### src/rtl/serdes_pkg.sv
// +-----------------------------------------------------------------------------+
// | serdes_pkg : shared FSM state type and counter sizing for serializer and    |
// |              deserializer blocks                                            |
// | Revision   : 1.0                                                            |
// +-----------------------------------------------------------------------------+
`default_nettype none

package serdes_pkg;

  typedef logic [0:0] state_t;

  localparam state_t ST_IDLE  = 1'b0;
  localparam state_t ST_SHIFT = 1'b1;

  function automatic int cnt_w(input int width);
    return ($clog2(width) < 1) ? 1 : $clog2(width);
  endfunction

  // A serializer feeding a deserializer only frames correctly when both use the same WIDTH.
  function automatic bit width_match(input int ser_width, input int des_width);
    return ser_width == des_width;
  endfunction

endpackage

`default_nettype wire

### src/rtl/piso_serializer_if.sv
// +-----------------------------------------------------------------------------+
// | piso_serializer_if : parallel word handshake plus serial output bundle      |
// | Revision           : 1.0                                                    |
// +-----------------------------------------------------------------------------+
`default_nettype none

interface piso_serializer_if #(
  parameter int WIDTH = 4
);
  logic             in_valid;
  logic [WIDTH-1:0] in_data;
  logic             in_ready;
  logic             ser_out;
  logic             ser_valid;
  logic             ser_en;
  logic             frame_last;

  modport master (
    output in_valid,
    output in_data,
    input  in_ready,
    input  ser_out,
    input  ser_valid,
    input  ser_en,
    input  frame_last
  );

  modport slave (
    input  in_valid,
    input  in_data,
    output in_ready,
    output ser_out,
    output ser_valid,
    output ser_en,
    output frame_last
  );
endinterface

`default_nettype wire

### src/rtl/serdes_bit_cnt.sv
// +-----------------------------------------------------------------------------+
// | serdes_bit_cnt : 0..WIDTH-1 bit position counter with clear and enable,     |
// |                  flags the final bit position                               |
// | Revision       : 1.0                                                        |
// +-----------------------------------------------------------------------------+
`default_nettype none

module serdes_bit_cnt
  import serdes_pkg::*;
#(
  parameter int WIDTH = 4
) (
  input  wire logic clk,
  input  wire logic rst_n,
  input  wire logic i_clr,
  input  wire logic i_en,
  output logic      o_last
);

  localparam int              c_cnt_w = cnt_w(WIDTH);
  localparam logic [c_cnt_w-1:0] c_last  = c_cnt_w'(WIDTH - 1);
  localparam logic [c_cnt_w-1:0] c_one   = c_cnt_w'(1);

  logic [c_cnt_w-1:0] r_cnt;

  // Saturates at the final position; only a clear starts the next frame.
  always_ff @(posedge clk or negedge rst_n) begin
    if (!rst_n) begin
      r_cnt <= '0;
    end else if (i_clr) begin
      r_cnt <= '0;
    end else if (i_en && (r_cnt != c_last)) begin
      r_cnt <= r_cnt + c_one;
    end
  end

  assign o_last = (r_cnt == c_last);

endmodule

`default_nettype wire

### src/rtl/piso_serializer.sv
// +-----------------------------------------------------------------------------+
// | piso_serializer : valid/ready parallel word in, one bit per tick out, with  |
// |                   clock enable for the downstream serial-in register        |
// | Revision        : 1.0                                                       |
// +-----------------------------------------------------------------------------+
`default_nettype none

module piso_serializer
  import serdes_pkg::*;
#(
  parameter int WIDTH     = 4,
  parameter bit MSB_FIRST = 1'b1
) (
  input  wire logic         clk,
  input  wire logic         rst_n,
  input  wire logic         tick,
  piso_serializer_if.slave  bus
);

  state_t           r_state;
  state_t           w_state_nxt;
  logic [WIDTH-1:0] r_shreg;
  logic [WIDTH-1:0] w_shreg_shifted;
  logic             w_ser_bit;
  logic             w_last;
  logic             w_in_shift;
  logic             w_done;
  logic             w_ready;
  logic             w_load;
  logic             w_shift;

  assign w_in_shift = (r_state == ST_SHIFT);
  assign w_done     = w_in_shift & tick & w_last;
  assign w_ready    = (r_state == ST_IDLE) | w_done;
  assign w_load     = bus.in_valid & w_ready;
  assign w_shift    = w_in_shift & tick & ~w_last;

  generate
    if (MSB_FIRST) begin : g_msb_first
      assign w_ser_bit       = r_shreg[WIDTH-1];
      assign w_shreg_shifted = {r_shreg[WIDTH-2:0], 1'b0};
    end else begin : g_lsb_first
      assign w_ser_bit       = r_shreg[0];
      assign w_shreg_shifted = {1'b0, r_shreg[WIDTH-1:1]};
    end
  endgenerate

  serdes_bit_cnt #(
    .WIDTH (WIDTH)
  ) u_bit_cnt (
    .clk    (clk),
    .rst_n  (rst_n),
    .i_clr  (w_load | w_done),
    .i_en   (w_shift),
    .o_last (w_last)
  );

  always_ff @(posedge clk or negedge rst_n) begin
    if (!rst_n) begin
      r_state <= ST_IDLE;
    end else begin
      r_state <= w_state_nxt;
    end
  end

  always_comb begin
    w_state_nxt = r_state;
    case (r_state)
      ST_IDLE: begin
        if (w_load) w_state_nxt = ST_SHIFT;
      end
      ST_SHIFT: begin
        if (w_done && !w_load) w_state_nxt = ST_IDLE;
      end
      default: w_state_nxt = ST_IDLE;
    endcase
  end

  // Serial outputs come only from registered state, so reset clears them at once.
  always_comb begin
    bus.in_ready   = w_ready;
    bus.ser_valid  = 1'b0;
    bus.ser_out    = 1'b0;
    bus.ser_en     = 1'b0;
    bus.frame_last = 1'b0;
    if (w_in_shift) begin
      bus.ser_valid  = 1'b1;
      bus.ser_out    = w_ser_bit;
      bus.ser_en     = tick;
      bus.frame_last = w_last;
    end
  end

  always_ff @(posedge clk or negedge rst_n) begin
    if (!rst_n) begin
      r_shreg <= '0;
    end else if (w_load) begin
      r_shreg <= bus.in_data;
    end else if (w_shift) begin
      r_shreg <= w_shreg_shifted;
    end
  end

endmodule

`default_nettype wire
### src/flat_wrapper.sv
// flat-port wrapper written by rule: the top's interface ports become plain ports
module piso_serializer_flat import serdes_pkg::*;
#(
  parameter int WIDTH     = 4,
  parameter bit MSB_FIRST = 1'b1
)
  (clk, rst_n, tick, bus_in_valid, bus_in_data, bus_in_ready, bus_ser_out, bus_ser_valid, bus_ser_en, bus_frame_last);
  piso_serializer_if #(.WIDTH(WIDTH)) bus_i ();
  input  wire logic clk;
  input  wire logic rst_n;
  input  wire logic tick;
  input wire logic [$bits(bus_i.in_valid)-1:0] bus_in_valid;
  input wire logic [$bits(bus_i.in_data)-1:0] bus_in_data;
  output wire logic [$bits(bus_i.in_ready)-1:0] bus_in_ready;
  output wire logic [$bits(bus_i.ser_out)-1:0] bus_ser_out;
  output wire logic [$bits(bus_i.ser_valid)-1:0] bus_ser_valid;
  output wire logic [$bits(bus_i.ser_en)-1:0] bus_ser_en;
  output wire logic [$bits(bus_i.frame_last)-1:0] bus_frame_last;
  assign bus_i.in_valid = bus_in_valid;
  assign bus_i.in_data = bus_in_data;
  assign bus_in_ready = bus_i.in_ready;
  assign bus_ser_out = bus_i.ser_out;
  assign bus_ser_valid = bus_i.ser_valid;
  assign bus_ser_en = bus_i.ser_en;
  assign bus_frame_last = bus_i.frame_last;
  piso_serializer #(.WIDTH(WIDTH), .MSB_FIRST(MSB_FIRST)) u_core (.clk(clk), .rst_n(rst_n), .tick(tick), .bus(bus_i));
endmodule
### config.mk
export PLATFORM = sky130hd
export DESIGN_NAME = piso_serializer_flat
export DESIGN_NICKNAME = d
export VERILOG_FILES = /design/src/rtl/serdes_pkg.sv /design/src/rtl/piso_serializer_if.sv /design/src/rtl/serdes_bit_cnt.sv /design/src/rtl/piso_serializer.sv /design/src/flat_wrapper.sv
export SDC_FILE = /design/constraint.sdc
export NUM_CORES = 1
export LEC_CHECK = 0
export ABC_AREA = 1
export BUFFER_PORTS_ARGS = -buffer_cell sky130_fd_sc_hd__buf_2
export CAP_MARGIN = 40
export CORE_AREA = 2 2 39 41
export CTS_BUF_LIST = sky130_fd_sc_hd__clkbuf_16
export CTS_CLUSTER_SIZE = 30
export DETAILED_ROUTE_END_ITERATION = 6
export DIE_AREA = 0 0 41 43
export REMOVE_ABC_BUFFERS = 1
export SLEW_MARGIN = 20
export SYNTH_ARGS = -nofsm -noshare
export SYNTH_HDL_FRONTEND = slang
export SYNTH_SLANG_ARGS = --single-unit
export TNS_END_PERCENT = 1
### constraint.sdc
create_clock -name clk -period 2.5 [get_ports clk]
set_input_delay 0.375 -clock clk [delete_from_list [all_inputs] [get_ports clk]]
set_output_delay 0.375 -clock clk [all_outputs]
set_load 0.005 [all_outputs]
# Word level (Yosys, flattened, before mapping)
# Cells that the tools add are included.
# Widths: inputs -> output; s select.
[word_totals]
elab_cells = 30
reg_bits = 7
latchBits = 0
n_memories = 0
mem_bits_rw = 0
rom_bits = 0
[op_classes]
n_shift = 0
mul = 0
n_mux = 11
n_eq_ne = 2
n_reduce_logical = 5
magnitude_cmp = 0
n_addsub = 1
bitwise = 8
div = 0
[ops]
columns = ["operator", "n"]
rows = [
  ["$mux 4", 2],
  ["$mux 1", 6],
  ["$and 1x1->1", 4],
  ["$mux 2", 2],
  ["$reduce_bool 2->1", 2],
  ["$add 2x1->2 const B", 1],
  ["$eq 2x2->1 const B", 1],
  ["$logic_and 1x1->1", 2],
  ["$ne 2x2->1 const B", 1],
  ["$not 1->1", 2],
  ["$or 1x1->1", 2],
  ["$pmux 1 s2", 1],
  ["$logic_not 1->1", 1],
]

# Logic depth before layout (Yosys ltp)
[logic_depth]
depth_word = 8
ltp_mapped = 7
depth_no_buf = 7

# Hierarchy
# From an unflattened synthesis, not the netlist that was laid out.
[unflattened]
cells_unflattened = 57
area_unflattened_um2 = 407.9
[modules_own_cells]
columns = ["module", "seq_area_each_um2", "cells_per_inst", "n_inst", "area_per_inst_um2"]
rows = [
  ["piso_serializer", 125.1, 44, 1, 301.5],
  ["serdes_bit_cnt", 50.0, 13, 1, 106.4],
]

# Worst setup path before layout
# No wires, ideal clock.
[synth_timing]
path_kind = "register to output"
from = "reg u_core.u_bit_cnt.r_cnt[0]"
to = "out bus_in_ready"
arrival_time_ps = 754
path_slack_ps = 1371
stages_incl_launch_ff = 4
n_path_buf = 0
path_cell_list = "dfrtp_1 > ha_1 > nand2_2 > nand2_4"
[synth_between]
elab_chain_len = 3
[synth_lines]
columns = ["element", "line", "text"]
rows = [
  ["start: declaration", "serdes_bit_cnt.sv:24", "logic [c_cnt_w-1:0] r_cnt;"],
  ["start signal: assignment", "serdes_bit_cnt.sv:33", "r_cnt <= r_cnt + c_one;"],
  ["$eq 2x2->1", "serdes_bit_cnt.sv:37", "assign o_last = (r_cnt == c_last);"],
  ["$and 1x1->1", "piso_serializer.sv:33", "assign w_done = w_in_shift & tick & w_last;"],
  ["$or 1x1->1", "piso_serializer.sv:34", "assign w_ready = (r_state == ST_IDLE) | w_done;"],
  ["end: declaration", "flat_wrapper.sv:14", "output wire logic [$bits(bus_i.in_ready)-1:0] bus_in_ready;"],
]
# Every way passes these cells.

# Final worst setup path
# Ends and elaborated chain as after synthesis.

==> impl_results.md <==
- Leak: 0.322 nW
- Synth area leader: dfrtp_1
- Iter 0 DRT Violations: 5
- Postcts setup bufs: 0
- Finished Cell Area: 558 sq um
- Final Hold Viols: 0
- Die extent in y: 43 um
- Number of global-route vias before repair: 307
- Result of the run: complete, no violations
- Final Max Tran Viols: 0
- Share of post-route cells with drive strength above 1: 0.303
- Maximum VDD drop: 0.000413 V
- Syn-to-layout area delta: 39.4%
- # DRC: 0
- CTS tree: yes
- Post-synth top area share: 0.438
- Final number of setup-violating endpoints: 0
- Slowest stage delay, CP: 0.38 ns
- Fin crit period: 1.55 ns
- Clock Latency Late Sink: 0.23 ns
- Total negative slack: 0 ns
- Synthesis-stage register bit count: 7
- Gates resized, CTS repair: 0
- Clk sinks: 7
- Top-count cell post-synth: nand2_1
- GR Util All Layers: 0.137
- Setup CP Type: reg2out
- Cells after Synth: 50
- Num CTS Buffers: 3
- Register area share after synthesis: 0.438
- CP cell instances: ha_1, nand2_2, nand2_4, buf_2
- Max frequency: 644 MHz
- Fill cells: 149
- # IOs: 13
- Routed WL: 882 um
- CP max stage cell: dfrtp_1
- Top delay family on crit path: flip-flops
- Die X: 41 um
- Worst-path clk slew: 0.04 ns
- Drt wl/cell: 10.8 um
- Post-synth EDFFs: 0
- Final ANT Viol Nets: 0
- Required @ worst endpoint: 2.12 ns
- Post-synth ARST share: 1.00
- Min-delay worst type: in2reg
- H-tree Lvls: 1
- Diode count: 0
- Relative slew slack: 0.780
- Routed vias: 381
- Max_cap viols: 0
- Cell Pwr Density: 1120 nW/um^2
- Core area: 1380 sq um
- Area contributors post-synth: dfrtp_1 44%, nand2_1 16%, nand3_1 7.5%
- RSZ-0062 raised after global routing: no
- Initial antenna violation count: 0
- Sequential cell area: 175 sq um
- CP Max Fanout: 7
- Initial Util: 0.289
- Clock Path Buffers: 2
- Row cnt: 14
- DP HPWL: 673 um
- Clock Tree Root: clkbuf_16
- Pin count of the biggest net entering global routing: 10
- Top cells by count, synth: 17 x nand2_1, 7 x dfrtp_1, 6 x nand3_1
- WHS: 0.388 ns
- Pwr Total: 0.625 mW
- Multi-input logic area: 195 sq um
- Yosys synthesis warning count: 0
- Syn avg cell area: 8.01 sq um
- Gpl congestion: 0.800
- DR pass1 iterations: 4
- Post-DP Area: 469 sq um
- Final worst-path cycle share: 0.621
- Via density: 4.65
- Total die area: 1760 sq um
- PortBufs: 12
- Worst path buffer plus inverter count: 1
- Crit path DAT: 1.18 ns
- Post-Route Skew: 0.00343 ns
- Slew @ Worst Pin: 0.330 ns
- First-pass GRT wire length: 1440 um
- Area of the mapped netlist: 400 sq um
- Synth unique cells: 13
- Predominant post-synthesis flop cell: dfrtp_1
- CP Capture Type: output pin
- CP Launch Type: register
- Grt total ovfl: 0
- NumNets Final: 76
==> worst min-delay path, delay by kind of cell <==
| family | cells | cell delay (ns) |
|---|---|---|
| and+or+nand+nor | 2 | 0.12 |
| buffers and inverters | 1 | 0.08 |
==> power breakdown <==
part	total, mW	switching, mW	internal, mW
logic	0.173	0.0998	0.0730
clock network	0.270	0.0617	0.208
registers	0.183	0.0282	0.154
total	0.625	0.190	0.435
==> registers in the layout (all words and copies together) (netlist names) <==
signal and cells:
u_core.r_shreg 4, u_core.r_state 1, u_core.u_bit_cnt.r_cnt 2
==> per-stage QoR <==
stage / util / setup WS (ns) / std cells
final: 0.403 / 0.948 / 82
after global routing: 0.403 / 0.885 / 82
after CTS: 0.403 / 0.937 / 82
after detailed placement: 0.339 / 1.19 / 77
after global placement: 0.339 / 1.21 / 77
after floorplan: - / 1.37 / 49
==> final cells by class <==
class	instances	area share
sequential	7	0.314
tap	16	0.0359
inverter	5	0.0336
timing repair buffer	13	0.126
multi-input combinational	37	0.350
clock inverter	1	0.00673
clock buffer	3	0.135
==> kinds of logic (layout without fill, tap and decap cells) <==
logic type / after synthesis / count (layout) / share of synthesized area
AO/OA/AOI/OAI: 1 / 1 / 0.0125
buffers and inverters: 6 / 22 / 0.0750
adder cells (fa/ha/maj): 1 / 1 / 0.0312
flip-flops: 7 / 7 / 0.438
AND/OR/NAND/NOR: 35 / 35 / 0.444
==> cell usage in the layout, fill, tap and decap left out <==
master / instances
dlygate4sd3_1: 1
nand3b_1: 3
inv_2: 1
nand2_2: 2
o21ai_1: 1
buf_2: 12
nand4_1: 3
nor2_1: 2
inv_1: 5
dfrtp_1: 7
nand2_4: 2
nand3_1: 6
ha_1: 1
nand2_1: 17
clkbuf_16: 3
==> final timing paths <==
| kind | from | to | slack (ns) | cells after the start |
|---|---|---|---|---|
| setup / recovery | u_core.u_bit_cnt.r_cnt[0] | bus_in_ready | 0.95 | 4 |
| hold / removal | bus_in_data[0] | u_core.r_shreg[0] | 0.39 | 3 |
| min in group asynchronous | rst_n | u_core.r_shreg[3] | 0.51 | 2 |
| max in group asynchronous | rst_n | u_core.r_shreg[2] | 1.83 | 2 |
| hold reg to reg | u_core.u_bit_cnt.r_cnt[1] | u_core.u_bit_cnt.r_cnt[1] | 0.48 | 2 |
| setup reg to reg | u_core.u_bit_cnt.r_cnt[0] | u_core.r_shreg[2] | 1.32 | 7 |
==> layer usage <==
layer / vias to the layer above / GRT usage / routed length [um]
li1: 193 / - / -
met1: 175 / 0.160 / 393
met2: 11 / 0.159 / 410
met3: 2 / 0.0942 / 56
met4: 0 / 0.120 / 22
met5: - / 0 / 0
==> repair_timing <==
action | in CTS | in global routing
setup endpoints to repair | 0 | 0
hold endpoints to repair | 7 | 0
hold buffers | 1 | 0
(Power assumes the default switching activity.)
